`config.mk`:
```
export PLATFORM = sky130hd
export DESIGN_NAME = cdb_arbiter
export DESIGN_NICKNAME = d
export VERILOG_FILES = /design/src/rtl/cdb_arbiter.sv
export SDC_FILE = /design/constraint.sdc
export NUM_CORES = 1
export LEC_CHECK = 0
export ABC_AREA = 1
export CORE_ASPECT_RATIO = 1.5
export CORE_UTILIZATION = 32
export CTS_CLUSTER_DIAMETER = 200
export DETAILED_ROUTE_END_ITERATION = 8
export PLACE_DENSITY_LB_ADDON = 0.08
export SLEW_MARGIN = 25
export SYNTH_ARGS = -nofsm -noshare
export SYNTH_HDL_FRONTEND = slang
export SYNTH_SLANG_ARGS = --single-unit
```
`constraint.sdc`:
```
create_clock -name clk -period 11.3 [get_ports clk]
set_input_delay 2.26 -clock clk [delete_from_list [all_inputs] [get_ports clk]]
set_output_delay 2.26 -clock clk [all_outputs]
set_load 0.05 [all_outputs]
```
`src/rtl/cdb_arbiter.sv`:
```
// Common Data Bus arbiter: four one-entry holding registers feeding a registered single-result broadcast.
// Define CDB_ROUND_ROBIN_EN for round-robin arbitration; otherwise fixed priority div > mul > mem > int.
module cdb_arbiter #(
    parameter int TAG_W  = 6,
    parameter int DATA_W = 32
) (
    input  logic              clk,
    input  logic              reset,
    input  logic              int_cdb_req,
    input  logic              mul_cdb_req,
    input  logic              div_cdb_req,
    input  logic              mem_cdb_req,
    input  logic [TAG_W-1:0]  int_cdb_tag,
    input  logic [TAG_W-1:0]  mul_cdb_tag,
    input  logic [TAG_W-1:0]  div_cdb_tag,
    input  logic [TAG_W-1:0]  mem_cdb_tag,
    input  logic [DATA_W-1:0] int_cdb_data,
    input  logic [DATA_W-1:0] mul_cdb_data,
    input  logic [DATA_W-1:0] div_cdb_data,
    input  logic [DATA_W-1:0] mem_cdb_data,
    output logic              int_cdb_ack,
    output logic              mul_cdb_ack,
    output logic              div_cdb_ack,
    output logic              mem_cdb_ack,
    output logic              cdb_valid,
    output logic [TAG_W-1:0]  cdb_tag,
    output logic [DATA_W-1:0] cdb_data,
    output logic              cdb_busy
);

    logic [3:0]        w_req;
    logic [TAG_W-1:0]  w_tag  [4];
    logic [DATA_W-1:0] w_data [4];
    logic [3:0]        w_grant;
    logic [3:0]        w_ack;
    logic [1:0]        w_gnt_idx;
    logic              w_any_grant;

    logic [3:0]        r_hold_valid;
    logic [TAG_W-1:0]  r_hold_tag  [4];
    logic [DATA_W-1:0] r_hold_data [4];
    logic              r_cdb_valid;
    logic [TAG_W-1:0]  r_cdb_tag;
    logic [DATA_W-1:0] r_cdb_data;

    assign w_req     = {mem_cdb_req, div_cdb_req, mul_cdb_req, int_cdb_req};
    assign w_tag[0]  = int_cdb_tag;
    assign w_tag[1]  = mul_cdb_tag;
    assign w_tag[2]  = div_cdb_tag;
    assign w_tag[3]  = mem_cdb_tag;
    assign w_data[0] = int_cdb_data;
    assign w_data[1] = mul_cdb_data;
    assign w_data[2] = div_cdb_data;
    assign w_data[3] = mem_cdb_data;

    assign w_any_grant = |r_hold_valid;

`ifdef CDB_ROUND_ROBIN_EN
    logic [1:0] r_rr_ptr;
    logic [3:0] w_rot;
    logic [1:0] w_ofs;

    // Rotate the valid vector so bit k is the hold at rr_ptr+k.
    always_comb begin
        w_rot = r_hold_valid;
        case (r_rr_ptr)
            2'd0:    w_rot = r_hold_valid;
            2'd1:    w_rot = {r_hold_valid[0],   r_hold_valid[3:1]};
            2'd2:    w_rot = {r_hold_valid[1:0], r_hold_valid[3:2]};
            2'd3:    w_rot = {r_hold_valid[2:0], r_hold_valid[3]};
            default: w_rot = r_hold_valid;
        endcase
    end

    // First valid hold at or after the pointer.
    always_comb begin
        w_ofs = 2'd0;
        casez (w_rot)
            4'b???1: w_ofs = 2'd0;
            4'b??10: w_ofs = 2'd1;
            4'b?100: w_ofs = 2'd2;
            4'b1000: w_ofs = 2'd3;
            default: w_ofs = 2'd0;
        endcase
    end

    assign w_gnt_idx = r_rr_ptr + w_ofs;

    // Pointer moves just past the requester that won this cycle.
    always_ff @(posedge clk) begin
        if (reset) begin
            r_rr_ptr <= 2'd0;
        end else if (w_any_grant) begin
            r_rr_ptr <= w_gnt_idx + 2'd1;
        end else begin
            r_rr_ptr <= r_rr_ptr;
        end
    end
`else
    // Fixed priority: long-latency units (div, mul) drain first, int last.
    always_comb begin
        w_gnt_idx = 2'd0;
        casez ({r_hold_valid[2], r_hold_valid[1], r_hold_valid[3], r_hold_valid[0]})
            4'b1???: w_gnt_idx = 2'd2;
            4'b01??: w_gnt_idx = 2'd1;
            4'b001?: w_gnt_idx = 2'd3;
            4'b0001: w_gnt_idx = 2'd0;
            default: w_gnt_idx = 2'd0;
        endcase
    end
`endif

    assign w_grant = w_any_grant ? (4'b0001 << w_gnt_idx) : 4'b0000;
    // A hold being drained this cycle can take a new result in the same edge.
    assign w_ack   = {4{reset}} | ~r_hold_valid | w_grant;

    // Holding registers: accept wins over drain so grant+accept stays full.
    always_ff @(posedge clk) begin
        if (reset) begin
            r_hold_valid <= 4'b0000;
            for (int i = 0; i < 4; i++) begin
                r_hold_tag[i]  <= {TAG_W{1'b0}};
                r_hold_data[i] <= {DATA_W{1'b0}};
            end
        end else begin
            for (int i = 0; i < 4; i++) begin
                if (w_req[i] && w_ack[i]) begin
                    r_hold_valid[i] <= 1'b1;
                    r_hold_tag[i]   <= w_tag[i];
                    r_hold_data[i]  <= w_data[i];
                end else if (w_grant[i]) begin
                    r_hold_valid[i] <= 1'b0;
                end else begin
                    r_hold_valid[i] <= r_hold_valid[i];
                end
            end
        end
    end

    // Broadcast register; tag/data keep their last values when idle.
    always_ff @(posedge clk) begin
        if (reset) begin
            r_cdb_valid <= 1'b0;
            r_cdb_tag   <= {TAG_W{1'b0}};
            r_cdb_data  <= {DATA_W{1'b0}};
        end else if (w_any_grant) begin
            r_cdb_valid <= 1'b1;
            r_cdb_tag   <= r_hold_tag[w_gnt_idx];
            r_cdb_data  <= r_hold_data[w_gnt_idx];
        end else begin
            r_cdb_valid <= 1'b0;
        end
    end

    assign int_cdb_ack = w_ack[0];
    assign mul_cdb_ack = w_ack[1];
    assign div_cdb_ack = w_ack[2];
    assign mem_cdb_ack = w_ack[3];
    assign cdb_valid   = r_cdb_valid;
    assign cdb_tag     = r_cdb_tag;
    assign cdb_data    = r_cdb_data;
    assign cdb_busy    = |r_hold_valid;

endmodule

```
Yosys cells after proc, flatten, opt, wreduce, memory -nomap -nowiden --
Memory sizes are Yosys's and may differ from the RTL's. A register that Yosys moved wholly into a read port is not among the register bits. Index checks and enable logic that the tools add are counted.
Storage, ports and cells: register bits 5, RAM bits 152, input bits 158, logic and storage cells 63, memories 2
Memories:
- r_hold_data | depth 4, width 32, rd ports 1, clocked after memory_dff 1, write ports 4, RTL line 41 | logic [DATA_W-1:0] r_hold_data [4];
- r_hold_tag | depth 4, width 6, rd ports 1, clocked after memory_dff 1, write ports 4, RTL line 40 | logic [TAG_W-1:0] r_hold_tag [4];
Cells by class: equal/unequal tests 2, shift-type cells 1, muxes and demuxes 33, bitwise operators 11, reduce and logical (&&, ||, !) cells 9
Operators with widths (count):
- 2-to-1 mux 32 bit | 4
- 2-to-1 mux 6 bit | 4
- 2-to-1 mux 1 bit | 23
- OR 1 bit | 8
- OR 4 bit | 2
- nonzero test 2 bit | 4
- case mux 2 bit (3 select lines) | 1
- logical AND 1 bit | 4
- 2-to-1 mux 4 bit | 1
- inverter 4 bit | 1
- OR reduction 4 bit | 1
- left shift 1 x 2 -> 4 bit, first input constant | 1
- == test 3 x 1 -> 1 bit, second input constant | 1
- == test 2 x 1 -> 1 bit, second input constant | 1

Depth between registers and ports, before layout --
depth in word-level cells 10, gate-level depth with buffers 10

Worst setup path after synthesis --
OpenSTA, ideal clock, no wires.
kind input to register, start point in mul_cdb_req, end point mem r_hold_data[1][0] (enable), library setup time 0.486 ns, data arrival time 5.005 ns, data required time 10.814 ns, path slack 5.809 ns, stages 2, cell sequence inv_1 o21ai_0
RTL lines:
- start: declaration | RTL line 10 | input logic mul_cdb_req,
- end: declaration | RTL line 41

Worst setup path after layout --
start point in reset, end point out int_cdb_ack
On the way: word-level cells in the longest chain between the ends 2
Ends and longest elaborated chain:
- start: declaration | RTL line 8 | input logic reset,
- OR 4 bit (2 in a row) | RTL line 115 | assign w_ack = {4{reset}} | ~r_hold_valid | w_grant;
- end: declaration | RTL line 21 | output logic int_cdb_ack,
No other way between the ends.

==> summary.txt <==
Clock tree
  • Clock latency on the worst-skew pair: around 0.44 ns
  • H-tree depth: 4
  • Clk pin slew, worst setup/hold paths: 0.07 ns
  • Clock Sinks: ~200
  • CTS tree: built
  • Post-CTS Setup Bufs: 0
  • Clk buf depth: 2
  • CTS buffer count: 17
  • Number of gates resized after CTS: 0
  • Hold_buf cts: 0
  • Clk root buf: clkbuf_16

Synthesis
  • Synthesized instance count: around 1.1k
  • Simple logic cell fraction of the synthesized area: 0.237
  • Post-synthesis mux area share: 0
  • Netlist Area Pre-Place: 9390 sq um
  • Synthesized Nets: around 1.3k
  • Synthesized area per cell: around 8.3 sq um
  • Count of different cell masters after synthesis: 21
  • Seq cells post-synth: 195
  • Largest family of logic cells by synthesized area: simple AND/OR/NAND/NOR gates
  • XOR/XNOR Fraction of Synth Area: 0
  • Yosys warns: 0
  • Adder-cell share of the synthesized area: 0
  • Register area share after synthesis: 0.578
  • Synth Area in Compound Gates: 0.0229

Floorplan
  • Initial Util: 0.326
  • Horiz. Die Dim: about 140 um
  • Rows: 76
  • Die area: approximately 30000 sq um
  • Die extent in y: about 210 um
  • Core area: 28800 sq um
  • Io pins: a little over 200

Setup path
  • Worst Setup End Kind: primary output
  • Worst EP required: 9.04 ns
  • Worst r2r src: r_hold_valid[1]$_SDFFE_PP0P_
  • Critical path class: input port to primary output
  • Startpoint Class: input port
  • Crit-path max FO: 47
  • CP Data Arrival Time: 4.59 ns
  • CP startpoint: reset

Power
  • Lkg Pwr: ~0.0060 uW
  • Maximum VDD drop: 0.0000921 V
  • Power density cells: 149 nW/um^2

Outcome
  • Status: finished, final reports clean

Finish
  • Layout cells sized above 1: 0.0659
  • Fin util: 0.424
  • Area added between synthesis and finish: 30.1%
  • Nets: 1450
  • # diodes: 0
  • Fillers: around 3k

Drt
  • Final ANT Viol Nets: 0
  • Wirelength per Cell: between 10 and 15 um
  • Via-per-instance ratio: ~4.2
  • DRT iter0 DRCs: roughly 400
  • Wirelength, routed: roughly 25000 um
  • Initial DRT Pass Iterations: 6
  • Total number of vias: around 7.1k
  • Drt drc: 0

Timing
  • Setup TNS: 0 ns
  • Skew final: roughly 0.012 ns
  • Hold Worst Slack: between 0.5 and 0.6 ns
  • Crit path time final: ~6.9 ns
  • F_max: between 100 and 150 MHz
  • Final Max Slew Viols: 0
  • Tcrit/Tclk final: 0.606
  • Rel. slew slack: 0.331
  • RSZ-0062 raised after global routing: false
  • Finish-stage setup viols: 0
  • Slew of the pin with the lowest slew margin: approximately 1 ns
  • Final hold violation count: 0

Flow run
  • Max cap viols: 0

Place
  • Post-DP HPWL: 16600 um
  • Port bufs: 200
  • Gpl congestion: just over 0.8

Global route
  • First-pass GRT wire length: about 38000 um
  • Initial antenna violation count: 0
  • Total global-route track usage: 0.175
  • Number of global-route vias before repair: 6925
  • Largest net degree at the start of global routing: between 70 and 80
  • GRT Residual Overflow: 0

Worst hold path
  • Hold Crit Class: register to register
  • Origin of the worst min-delay path: r_hold_valid[0]$_SDFFE_PP0P_
[synthesized netlist by cell type]
cell type / n / area share
a21oi_1: 3 / 0.0016
buf_2: 27 / 0.014
buf_4: 13 / 0.010
buf_6: 5 / 0.0060
clkbuf_1: 13 / 0.0052
conb_1: 1 / 0.00040
dfxtp_1: 43 / 0.092
edfxtp_1: 152 / 0.49
inv_1: 309 / 0.12
inv_2: 5 / 0.0020
nand2_1: 124 / 0.050
nand2_2: 2 / 0.0013
nand3_1: 116 / 0.062
nand3_2: 2 / 0.0021
nor2_1: 221 / 0.088
nor2_2: 11 / 0.0073
nor3_2: 1 / 0.0011
o21ai_0: 40 / 0.021
or2_0: 4 / 0.0027
or2_1: 8 / 0.0053
or2_2: 26 / 0.017
[cells by family after synthesis]
family / Yosys count
other: 1
DFF: 195
and+or+nand+nor: 515
buffers and inverters: 372
AOI/OAI and AO/OA: 43
[path summary, 6_finish.rpt]
kind,end,slack [ns],cells after the start
worst min register to register,r_hold_valid[0]$_SDFFE_PP0P_,0.55,2
worst min-delay path,r_hold_valid[0]$_SDFFE_PP0P_,0.55,2
worst max-delay path,int_cdb_ack,4.45,4
worst max register to register,cdb_data[3]$_SDFFE_PP0P_,7.99,8
[layout by cell type (no fill, tap or decap), types with 6 or more instances in the layout]
master,synthesis,final
clkbuf_16,0,19
dfxtp_1,43,43
nor2_1,221,221
or2_1,8,8
o21ai_0,40,39
clkbuf_1,13,7
nand3_1,116,114
inv_1,309,308
nor2_2,11,11
nand2_1,124,120
clkdlybuf4s50_1,0,200
or2_2,26,26
edfxtp_1,152,152
inv_2,5,6
[routing by layer]
layer  vias to the layer above  share of wire  track usage
li1                       3676              -            -
met1                      3256           0.42        0.203
met2                       160           0.53        0.323
met3                        19          0.038       0.0305
met4                         0          0.014       0.0519
met5                         -              0            0
[worst max-delay path, stage by stage]
cell and delay [ns]:
clkdlybuf4s50_1 0.57, inv_2 0.76, nand3_2 0.22, clkdlybuf4s50_1 0.77
[cell type report]
class	instances	area, sq um	area share
inverter	314	1180	0.0965
multi-input combinational	559	2510	0.205
sequential	195	5430	0.444
tap	390	488	0.0400
clock inverter	4	45.0	0.00369
clock buffer	28	529	0.0433
timing repair buffer	205	2040	0.167
[state kept, by name, summed over array words and instances, names as in the netlist]
name / count
r_hold_valid: 4
cdb_tag: 6
r_hold_tag: 24
cdb_valid: 1
r_hold_data: 128
cdb_data: 32
[report_power, final]
part	switching, uW	internal (uW)
Sequential	23.8	841
Combinational	221	135
Clock	259	342
Total	504	1320
[per-stage QoR]
| step | power (uW) | instances | worst slack (ns) | instance area (sq um) |
|---|---|---|---|---|
| final | 1820 | 1695 | 4.45 | 12200 |
| after global routing | 1900 | 1695 | 4.30 | 12200 |
| after CTS | 1840 | 1695 | 4.45 | 12200 |
| after detailed placement | 1240 | 1663 | 4.46 | 11600 |
| after global placement | 1240 | 1663 | 4.48 | 11600 |
| after floorplan | 1090 | 1126 | 5.81 | 9390 |
(Power assumes the default switching activity.)
